### config.mk
export PLATFORM = sky130hd
export DESIGN_NAME = glitch_stim_seq
export DESIGN_NICKNAME = d
export VERILOG_FILES = /design/src/rtl/glitch_stim_seq.sv
export SDC_FILE = /design/constraint.sdc
export NUM_CORES = 1
export LEC_CHECK = 0
export CORE_UTILIZATION = 45
export CTS_CLUSTER_SIZE = 8
export DETAILED_ROUTE_END_ITERATION = 16
export GPL_ROUTABILITY_DRIVEN = 0
export PLACE_DENSITY_LB_ADDON = 0.25
export SYNTH_ARGS = -nofsm -noshare
export SYNTH_HDL_FRONTEND = slang
export SYNTH_SLANG_ARGS = --single-unit
export TNS_END_PERCENT = 30
### constraint.sdc
create_clock -name clk -period 6.5 [get_ports clk]
set_clock_uncertainty 0.15 [all_clocks]
set_input_delay 0.65 -clock clk [delete_from_list [all_inputs] [get_ports clk]]
set_output_delay 0.65 -clock clk [all_outputs]
set_load 0.01 [all_outputs]
### src/rtl/glitch_stim_seq.sv
// glitch_stim_seq
// ---------------
// Stimulus sequencer for a combinational glitch detector. For each requested
// transition it drives the start vector for HOLD_CYC cycles, samples F, drives
// the end vector for HOLD_CYC cycles while counting F edges, samples F again
// and reports a static hazard when F ends where it began but moved in between.
//
// Ports:
//   clk, rst_n              clock, synchronous active-low reset
//   start                   request a test (only honoured when idle)
//   from_vec, to_vec        start / end vectors {a,b,c,d}
//   f_in                    F output of the device under test (same domain)
//   a, b, c, d              registered drives to the device under test
//   busy                    test in progress
//   done                    one-cycle pulse, results valid in this cycle
//   hazard                  static-hazard flag, updated with done
//   f_from, f_to            F sampled at the end of the FROM / TO windows
//   edge_cnt                F changes seen during the TO window (saturating)
module glitch_stim_seq #(
    parameter int HOLD_CYC = 4,
    parameter int CW       = 4
) (
    input  logic          clk,
    input  logic          rst_n,
    input  logic          start,
    input  logic [3:0]    from_vec,
    input  logic [3:0]    to_vec,
    input  logic          f_in,
    output logic          a,
    output logic          b,
    output logic          c,
    output logic          d,
    output logic          busy,
    output logic          done,
    output logic          hazard,
    output logic          f_from,
    output logic          f_to,
    output logic [CW-1:0] edge_cnt
);

    localparam logic [1:0] ST_IDLE = 2'd0;
    localparam logic [1:0] ST_FROM = 2'd1;
    localparam logic [1:0] ST_TO   = 2'd2;
    localparam logic [1:0] ST_DONE = 2'd3;

    localparam logic [7:0]    HOLD_LAST = 8'(HOLD_CYC - 1);
    localparam logic [CW-1:0] CNT_MAX   = {CW{1'b1}};

    logic [1:0]    state_q,  state_d;
    logic [7:0]    hold_q,   hold_d;
    logic [3:0]    to_q,     to_d;
    logic [3:0]    abcd_q,   abcd_d;
    logic          busy_q,   busy_d;
    logic          done_q,   done_d;
    logic          hazard_q, hazard_d;
    logic          f_from_q, f_from_d;
    logic          f_to_q,   f_to_d;
    logic          f_prev_q, f_prev_d;
    logic [CW-1:0] edge_q,   edge_d;

    always_comb begin
        state_d  = state_q;
        hold_d   = hold_q;
        to_d     = to_q;
        abcd_d   = abcd_q;
        busy_d   = busy_q;
        done_d   = done_q;
        hazard_d = hazard_q;
        f_from_d = f_from_q;
        f_to_d   = f_to_q;
        f_prev_d = f_prev_q;
        edge_d   = edge_q;

        case (state_q)
            ST_IDLE: begin
                // The start vector goes straight to the drive register; only
                // the end vector needs to be remembered.
                if (start) begin
                    to_d    = to_vec;
                    abcd_d  = from_vec;
                    busy_d  = 1'b1;
                    hold_d  = HOLD_LAST;
                    state_d = ST_FROM;
                end
            end
            ST_FROM: begin
                if (hold_q == 8'd0) begin
                    f_from_d = f_in;
                    f_prev_d = f_in;
                    edge_d   = '0;
                    abcd_d   = to_q;
                    hold_d   = HOLD_LAST;
                    state_d  = ST_TO;
                end else begin
                    hold_d = hold_q - 8'd1;
                end
            end
            ST_TO: begin
                if (f_in != f_prev_q && edge_q != CNT_MAX)
                    edge_d = edge_q + 1'b1;
                f_prev_d = f_in;
                if (hold_q == 8'd0) begin
                    f_to_d  = f_in;
                    state_d = ST_DONE;
                end else begin
                    hold_d = hold_q - 8'd1;
                end
            end
            default: begin
                // First DONE cycle registers the verdict and raises done; the
                // second (the visible done cycle) releases busy. start is not
                // looked at in either, so a request coinciding with done is
                // dropped and the next idle cycle accepts a new test.
                if (!done_q) begin
                    done_d   = 1'b1;
                    hazard_d = (f_from_q == f_to_q) && (edge_q != '0);
                end else begin
                    done_d  = 1'b0;
                    busy_d  = 1'b0;
                    state_d = ST_IDLE;
                end
            end
        endcase
    end

    always_ff @(posedge clk) begin
        if (!rst_n) begin
            state_q  <= ST_IDLE;
            hold_q   <= '0;
            to_q     <= '0;
            abcd_q   <= '0;
            busy_q   <= 1'b0;
            done_q   <= 1'b0;
            hazard_q <= 1'b0;
            f_from_q <= 1'b0;
            f_to_q   <= 1'b0;
            f_prev_q <= 1'b0;
            edge_q   <= '0;
        end else begin
            state_q  <= state_d;
            hold_q   <= hold_d;
            to_q     <= to_d;
            abcd_q   <= abcd_d;
            busy_q   <= busy_d;
            done_q   <= done_d;
            hazard_q <= hazard_d;
            f_from_q <= f_from_d;
            f_to_q   <= f_to_d;
            f_prev_q <= f_prev_d;
            edge_q   <= edge_d;
        end
    end

    assign {a, b, c, d} = abcd_q;
    assign busy         = busy_q;
    assign done         = done_q;
    assign hazard       = hazard_q;
    assign f_from       = f_from_q;
    assign f_to         = f_to_q;
    assign edge_cnt     = edge_q;

endmodule
==> impl_results.md, run 1 <==
* Leak Pwr at around 0.00074 uW
* WP data required at roughly 6600 ps
* Post-synth EDFFs at 0
* Status: complete, no violations
* Io pins at 25
* CTS root buf: clkbuf_4
* Register area share after synthesis at 0.368
* IO Port Bufs at 24
* Vias in the first global route at 1231
* DRC viols at 0
* Die ar. at between 3000 and 4000 um^2
* Critical Path Start Type: flop
* Cell Rows at 20
* Critical Path AT at between 2000 and 3000 ps
* Ys Warns at 0
* Initial antenna violation count at 0
* Worst R2R Start: state_q[0]
* Routed WL at approximately 3400 um
* Netlist cell types at around 40
* CTS tree: built
* GRT Overall Usage at 0.200
* Global-route wire length before repair at approximately 5500 um
* Final period util at 0.374
* Max incr delay on CP at ~480 ps
* Die X at ~60 um
* CTS Buffer Depth at 2
* Critical Path End Type: flop
* Reg2reg path depth at 6
* Synth-to-Final Area Change at 21.2%
* RSZ-0062 raised after global routing: false
* Minimum clock period at roughly 2400 ps
* H-tree levels at 1
* Tot Pwr at approximately 860 uW
* Rel. slew slack at 0.611
* Max frequency at 412 MHz
* Via count at about 1.4k
* Area of the core at between 3000 and 4000 um^2
* Post-CTS resize count at 0
* Num CTS Buffers at 3
* Later-pin clock latency in the skew report at 320 ps
* Final cell count without fillers at about 240
* Final net count at 220
* Syn Nets at between 150 and 200
* Final setup TNS at 0 ps
* Layout cells sized above 1 at 0.0657
* Syn_area_per_cell at a little under 9 um^2
* Flop and latch count out of synthesis at 28
* Commonest cells after routing, fill and taps aside: dfxtp_1, clkdlybuf4s50_1, a21oi_1
* Placed wire-length estimate at ~2600 um
* Hold-fix buffers, CTS at 0
* Pwr Density at 467 nW/um^2
* Largest net degree at the start of global routing at 17
* CP max FO at 15
* Hold path depth at 2
* Clock sink count at 28
* DR vias/cell at 5.67
* Final setup fails at 0
* Slew @ Worst Pin at a little under 600 ps
* Total grt overflow at 0
* Synth async-reset ratio at 0
* Clock transition at the registers of the reported paths at around 160 ps
* R2r endpoint: edge_cnt[3]
* ANT nets after route at 0
* Max-cap violations at 0
* Slew Limit Fails at 0
* Drt pass-1 iters at 4
* Hold WC Path Type: flop to flop
* Synth Instances at 175
* Initial DRC Count at 82
* Crit-path cells: inv_1 -> ha_1 -> and4_1 -> a211o_1 -> or4_1 -> a21oi_1
* Synth Cell Area at around 1500 um^2
* Die Y at roughly 60 um
* Synth Flop Type: dfxtp_1
* Final hold vios at 0
* Flop2flop setup slack at about 4100 ps
* Critical path class: flop to flop
* Drt wl/cell at 14.1 um
* Worst setup path endpoint: edge_cnt[3]
* CP max stage cell: or4_1
* Worst VDD drop at between 200 and 250 uV
* Setup bufs post-CTS at 0
* Most common cell after layout, fill and taps aside: dfxtp_1
* Placed insts at approximately 240
* Initial Utilization at 0.487
* Critical Path Start: state_q[0]
* Antenna diodes at 0
## cells by family (layout without fill, tap and decap cells)
group,after synthesis,in the layout,synth area share
AOI/OAI and AO/OA,55,55,0.240
muxes,8,8,0.0525
DFF,28,28,0.368
adders and majority gates,9,9,0.0739
and+or+nand+nor,57,57,0.209
buffers and inverters,16,39,0.0460
xor gates and xnor gates,2,2,0.0115
## cell type report
class / instances / area (um^2)
inverters: 10 / 37.5
clock buffers: 3 / 22.5
flip-flops and latches: 28 / 561
repair buffers: 25 / 248
well taps: 44 / 55.1
clock inverters: 1 / 30.0
fillers: 310 / 1280
multi-input cells: 131 / 893
## synthesized netlist by cell type, types with 3 or more instances
| cell | n | area, um^2 |
|---|---|---|
| nor3_1 | 4 | 20.0 |
| dfxtp_1 | 28 | 561 |
| a21oi_1 | 22 | 110 |
| inv_1 | 10 | 37.5 |
| o31ai_1 | 4 | 30.0 |
| clkbuf_1 | 3 | 11.3 |
| ha_1 | 9 | 113 |
| nor2b_1 | 3 | 18.8 |
| o21ai_0 | 9 | 45.0 |
| nand3_1 | 13 | 65.1 |
| o211a_1 | 4 | 40.0 |
| nand2_1 | 7 | 26.3 |
| nor2_1 | 12 | 45.0 |
| nand2b_1 | 3 | 18.8 |
| mux2i_1 | 8 | 80.1 |
| or4_1 | 5 | 37.5 |
## worst min path at each step
| stage | slack, ps | startpoint | to |
|---|---|---|---|
| global placement | 300 | to_q[2] | to_q[2] |
| floorplan | 290 | to_q[0] | to_q[0] |
| detailed placement | 310 | to_q[3] | to_q[3] |
| CTS | 330 | to_q[3] | to_q[3] |
| finish | 330 | to_q[2] | to_q[2] |
| global route | 350 | to_q[3] | to_q[3] |
## worst max-delay path: cells and delay by family (launching register included)
kind,cells,cell delay (ps)
AND/OR/NAND/NOR,2,780
adder cells (fa/ha/maj),1,390
buffers and inverters,1,90
AO/OA/AOI/OAI,2,520
flip-flops,1,440
## through the flow
step / worst slack [ps] / area (um^2) / hold slack (ps) / utilization
after floorplan: 4350 / 1520 / 286 / -
after global placement: 3930 / 1790 / 302 / 0.574
after detailed placement: 3870 / 1790 / 313 / 0.574
after CTS: 4080 / 1850 / 333 / 0.590
after global routing: 3950 / 1850 / 352 / 0.590
final: 4070 / 1850 / 327 / 0.590
## registers in the layout (all words and copies together) (netlist names)
register and count:
abcd_q 4, busy 1, done 1, edge_cnt 4, f_from 1, f_prev_q 1
f_to 1, hazard 1, hold_q 8, state_q 2, to_q 4
## routing by layer
metal  routed length [um]  vias up  global-route usage
met5                    0        -                   0
met4                   29        0              0.0498
met3                   82        6              0.0238
met2                 1660       28               0.327
met1                 1630      646               0.277
li1                     -      691                   -
## report_power, final
part | leakage (uW) | total [uW] | switching [uW] | internal, uW
sequential | 0.000229 | 271 | 50.1 | 221
clock | 0.0000279 | 115 | 52.5 | 62.3
combinational | 0.000480 | 477 | 271 | 206
total | 0.000737 | 863 | 374 | 489
Note: power is estimated with default switching activity, not from simulation.
==> run 2, diff against run 1 <==
==> constraint.sdc (replaced) <==
create_clock -name clk -period 1.95 [get_ports clk]
set_clock_uncertainty 0.15 [all_clocks]
set_input_delay 0.195 -clock clk [delete_from_list [all_inputs] [get_ports clk]]
set_output_delay 0.195 -clock clk [all_outputs]
set_load 0.01 [all_outputs]
==> impl_results.md, run 2 (same netlist as run 1, synthesis figures left out) <==
* Status: finished, violations left (was complete, no violations)
* Failing checks: negative setup slack
* Reg power frac at 0.261 (was 0.314)
* Critical Path AT at 2110 ps (was 2540 ps)
* Commonest cells after routing, fill and taps aside: clkdlybuf4s50_1, buf_4, dfxtp_1 (was dfxtp_1, clkdlybuf4s50_1, a21oi_1)
* Max-cap violations at 0 (unchanged)
* Later-pin clock latency in the skew report at 330 ps (was 320 ps)
* Layout cells sized above 1 at 0.293 (was 0.0657)
* Routed WL at 4340 um (was 3410 um)
* Logic gate share of total power at 0.656 (was 0.553)
* Placed insts at 264 (was 238)
* Die ar. at 3620 um^2 (unchanged)
* Final cell count without fillers at 269 (was 242)
* Critical path class: flop to flop (unchanged)
* Clock power share at 0.083 (was 0.133)
* Die X at 60.2 um (unchanged)
* RSZ-0062 raised after global routing: true (was false)
* Hold WC Path Type: input port to flop (was flop to flop)
* Top routing layer used: met4 (unchanged)
* Pwr Density at 1630 nW/um^2 (was 467 nW/um^2)
* Sw Ratio at 0.428 (was 0.433)
* WP data required at 2070 ps (was 6610 ps)
* Placed wire-length estimate at 3190 um (was 2550 um)
* Final setup fails at 2 (was 0)
* Initial Utilization at 0.487 (unchanged)
* Metal-1 WL at 1720 um (was 1630 um)
* CTS Buffer Depth at 2 (unchanged)
* Min-delay src: to_vec[1] (was to_q[2])
* CP max FO at 10 (was 15)
* Clock transition at the registers of the reported paths at 160 ps (about the same)
* Hold-fix buffers, CTS at 0 (unchanged)
* DRC viols at 0 (unchanged)
* Area of the core at 3130 um^2 (unchanged)
* Final hold vios at 0 (unchanged)
* Final net count at 247 (was 220)
* Minimum clock period at 1990 ps (was 2430 ps)
* Critical Path End Type: flop (unchanged)
* Total grt overflow at 0 (unchanged)
* Max FFs per register at 8 (unchanged)
* ANT nets after route at 0 (unchanged)
* Slew @ Worst Pin at 434 ps (was 578 ps)
* CTS root buf: clkbuf_4 (unchanged)
* CTS tree: built (unchanged)
* Largest Register: hold_q (unchanged)
* Leak Pwr at 0.000886 uW (was 0.000737 uW)
* Met3 wire length at 177 um (was 82 um)
* Hold slack at 263 ps (was 327 ps)
* Via count at 1552 (was 1371)
* GRT Overall Usage at 0.264 (was 0.200)
* Vias in the first global route at 1562 (was 1231)
* Worst VDD drop at 735 uV (was 222 uV)
* IO Port Bufs at 24 (unchanged)
* Slew Limit Fails at 0 (unchanged)
* Drt wl/cell at 16.1 um (was 14.1 um)
* Synth-to-Final Area Change at 41.6% (was 21.2%)
* Final setup TNS at -60.2 ps (was 0 ps)
* Max frequency at 503 MHz (was 412 MHz)
* Worst R2R Start: state_q[0] (unchanged)
* Antenna diodes at 0 (unchanged)
* Largest net degree at the start of global routing at 16 (was 17)
* Global-route wire length before repair at 7070 um (was 5540 um)
* Critical Path Start: state_q[0] (unchanged)
* Initial DRC Count at 94 (was 82)
* Internal power at 2010 uW (was 489 uW)
* H-tree levels at 1 (unchanged)
* Final WS setup at -37.5 ps (was 4070 ps)
* Die Y at 60.2 um (unchanged)
* Placed Area at 2020 um^2 (was 1790 um^2)
* Post-route cell area at 2160 um^2 (was 1850 um^2)
* Clock sink count at 28 (unchanged)
* Drt pass-1 iters at 4 (unchanged)
* Routed met2 length at 2330 um (was 1660 um)
* Num CTS Buffers at 3 (unchanged)
* Initial antenna violation count at 0 (unchanged)
* Cell Rows at 20 (unchanged)
* Sw Pwr at 1510 uW (was 374 uW)
* Rel. slew slack at 0.709 (was 0.611)
* DR vias/cell at 5.77 (was 5.67)
* Final period util at 1.02 (was 0.374)
* Io pins at 25 (unchanged)
* Critical Path Start Type: flop (unchanged)
-- run 2: cell count changes in the layout (fill, tap and decap cells not counted), moves of 3 or more --
cell,before,now
buf_4,1,24
dfxtp_1,28,22
dfxtp_2,0,5
ha_1,9,4
ha_2,0,4
buf_6,0,3
inv_1,10,7
inv_2,0,3
-- run 2: worst max-delay path, cell delays in order (launching register included) --
cell and delay [ps]:
dfxtp_2 370, inv_2 40, ha_2 220, buf_6 150
a311o_1 390, or4_1 430, a21oi_1 170
-- run 2: what timing repair did --
item | CTS | global route
buffers inserted | 0 | 1
pin swaps | 4 | 6
endpoints found under the setup margin | 17 | 15
gates resized for setup | 13 | 15
-- run 2: final timing paths --
path / end / depth (start not counted) / slack, ps
max: hold_q[4] / 6 / -40
min: to_q[1] / 3 / 260
max reg2reg: hold_q[4] / 6 / -40
min reg2reg: to_q[0] / 2 / 330
-- run 2: final cells by class --
class                           instances  area, um^2
Clock buffer                            4        36.3
Fill cell                             262         970
Inverter                               10        37.5
Multi-Input combinational cell        131         985
Sequential cell                        28         571
Tap cell                               44        55.1
Timing Repair Buffer                   52         474
-- run 2: metal layers --
layer  vias up  track usage
met5         -            0
met4         0        0.113
met3        11       0.0281
met2        51        0.490
met1       746        0.300
li1        744            -
-- run 2: power groups by stage --
stage               logic [uW]  clock network [uW]  registers [uW]
floorplan                 1210                   0             916
global placement          1920                   0             894
detailed placement        2030                   0             909
CTS                       2130                 294             911
global route              2490                 316             937
finish                    2310                 292             919
-- run 2: per-stage QoR --
stage / power, uW / worst slack (ps) / util
finish: 3520 / -37.5 / 0.690
global route: 3740 / -63.5 / 0.690
CTS: 3340 / -17.5 / 0.672
detailed placement: 2940 / -65.0 / 0.645
global placement: 2810 / -15.1 / 0.645
floorplan: 2130 / -57.2 / -
==> run 3, diff against run 2 <==
--- a/config.mk
+++ b/config.mk
@@ -6,6 +6,7 @@
 export NUM_CORES = 1
 export LEC_CHECK = 0
 export CORE_UTILIZATION = 45
+export CTS_BUF_LIST = sky130_fd_sc_hd__clkbuf_4 sky130_fd_sc_hd__clkbuf_8
 export CTS_CLUSTER_SIZE = 8
 export DETAILED_ROUTE_END_ITERATION = 16
 export GPL_ROUTABILITY_DRIVEN = 0
==> results of run 3 <==
Final layout, timing and power as in run 2 (identical DEF).
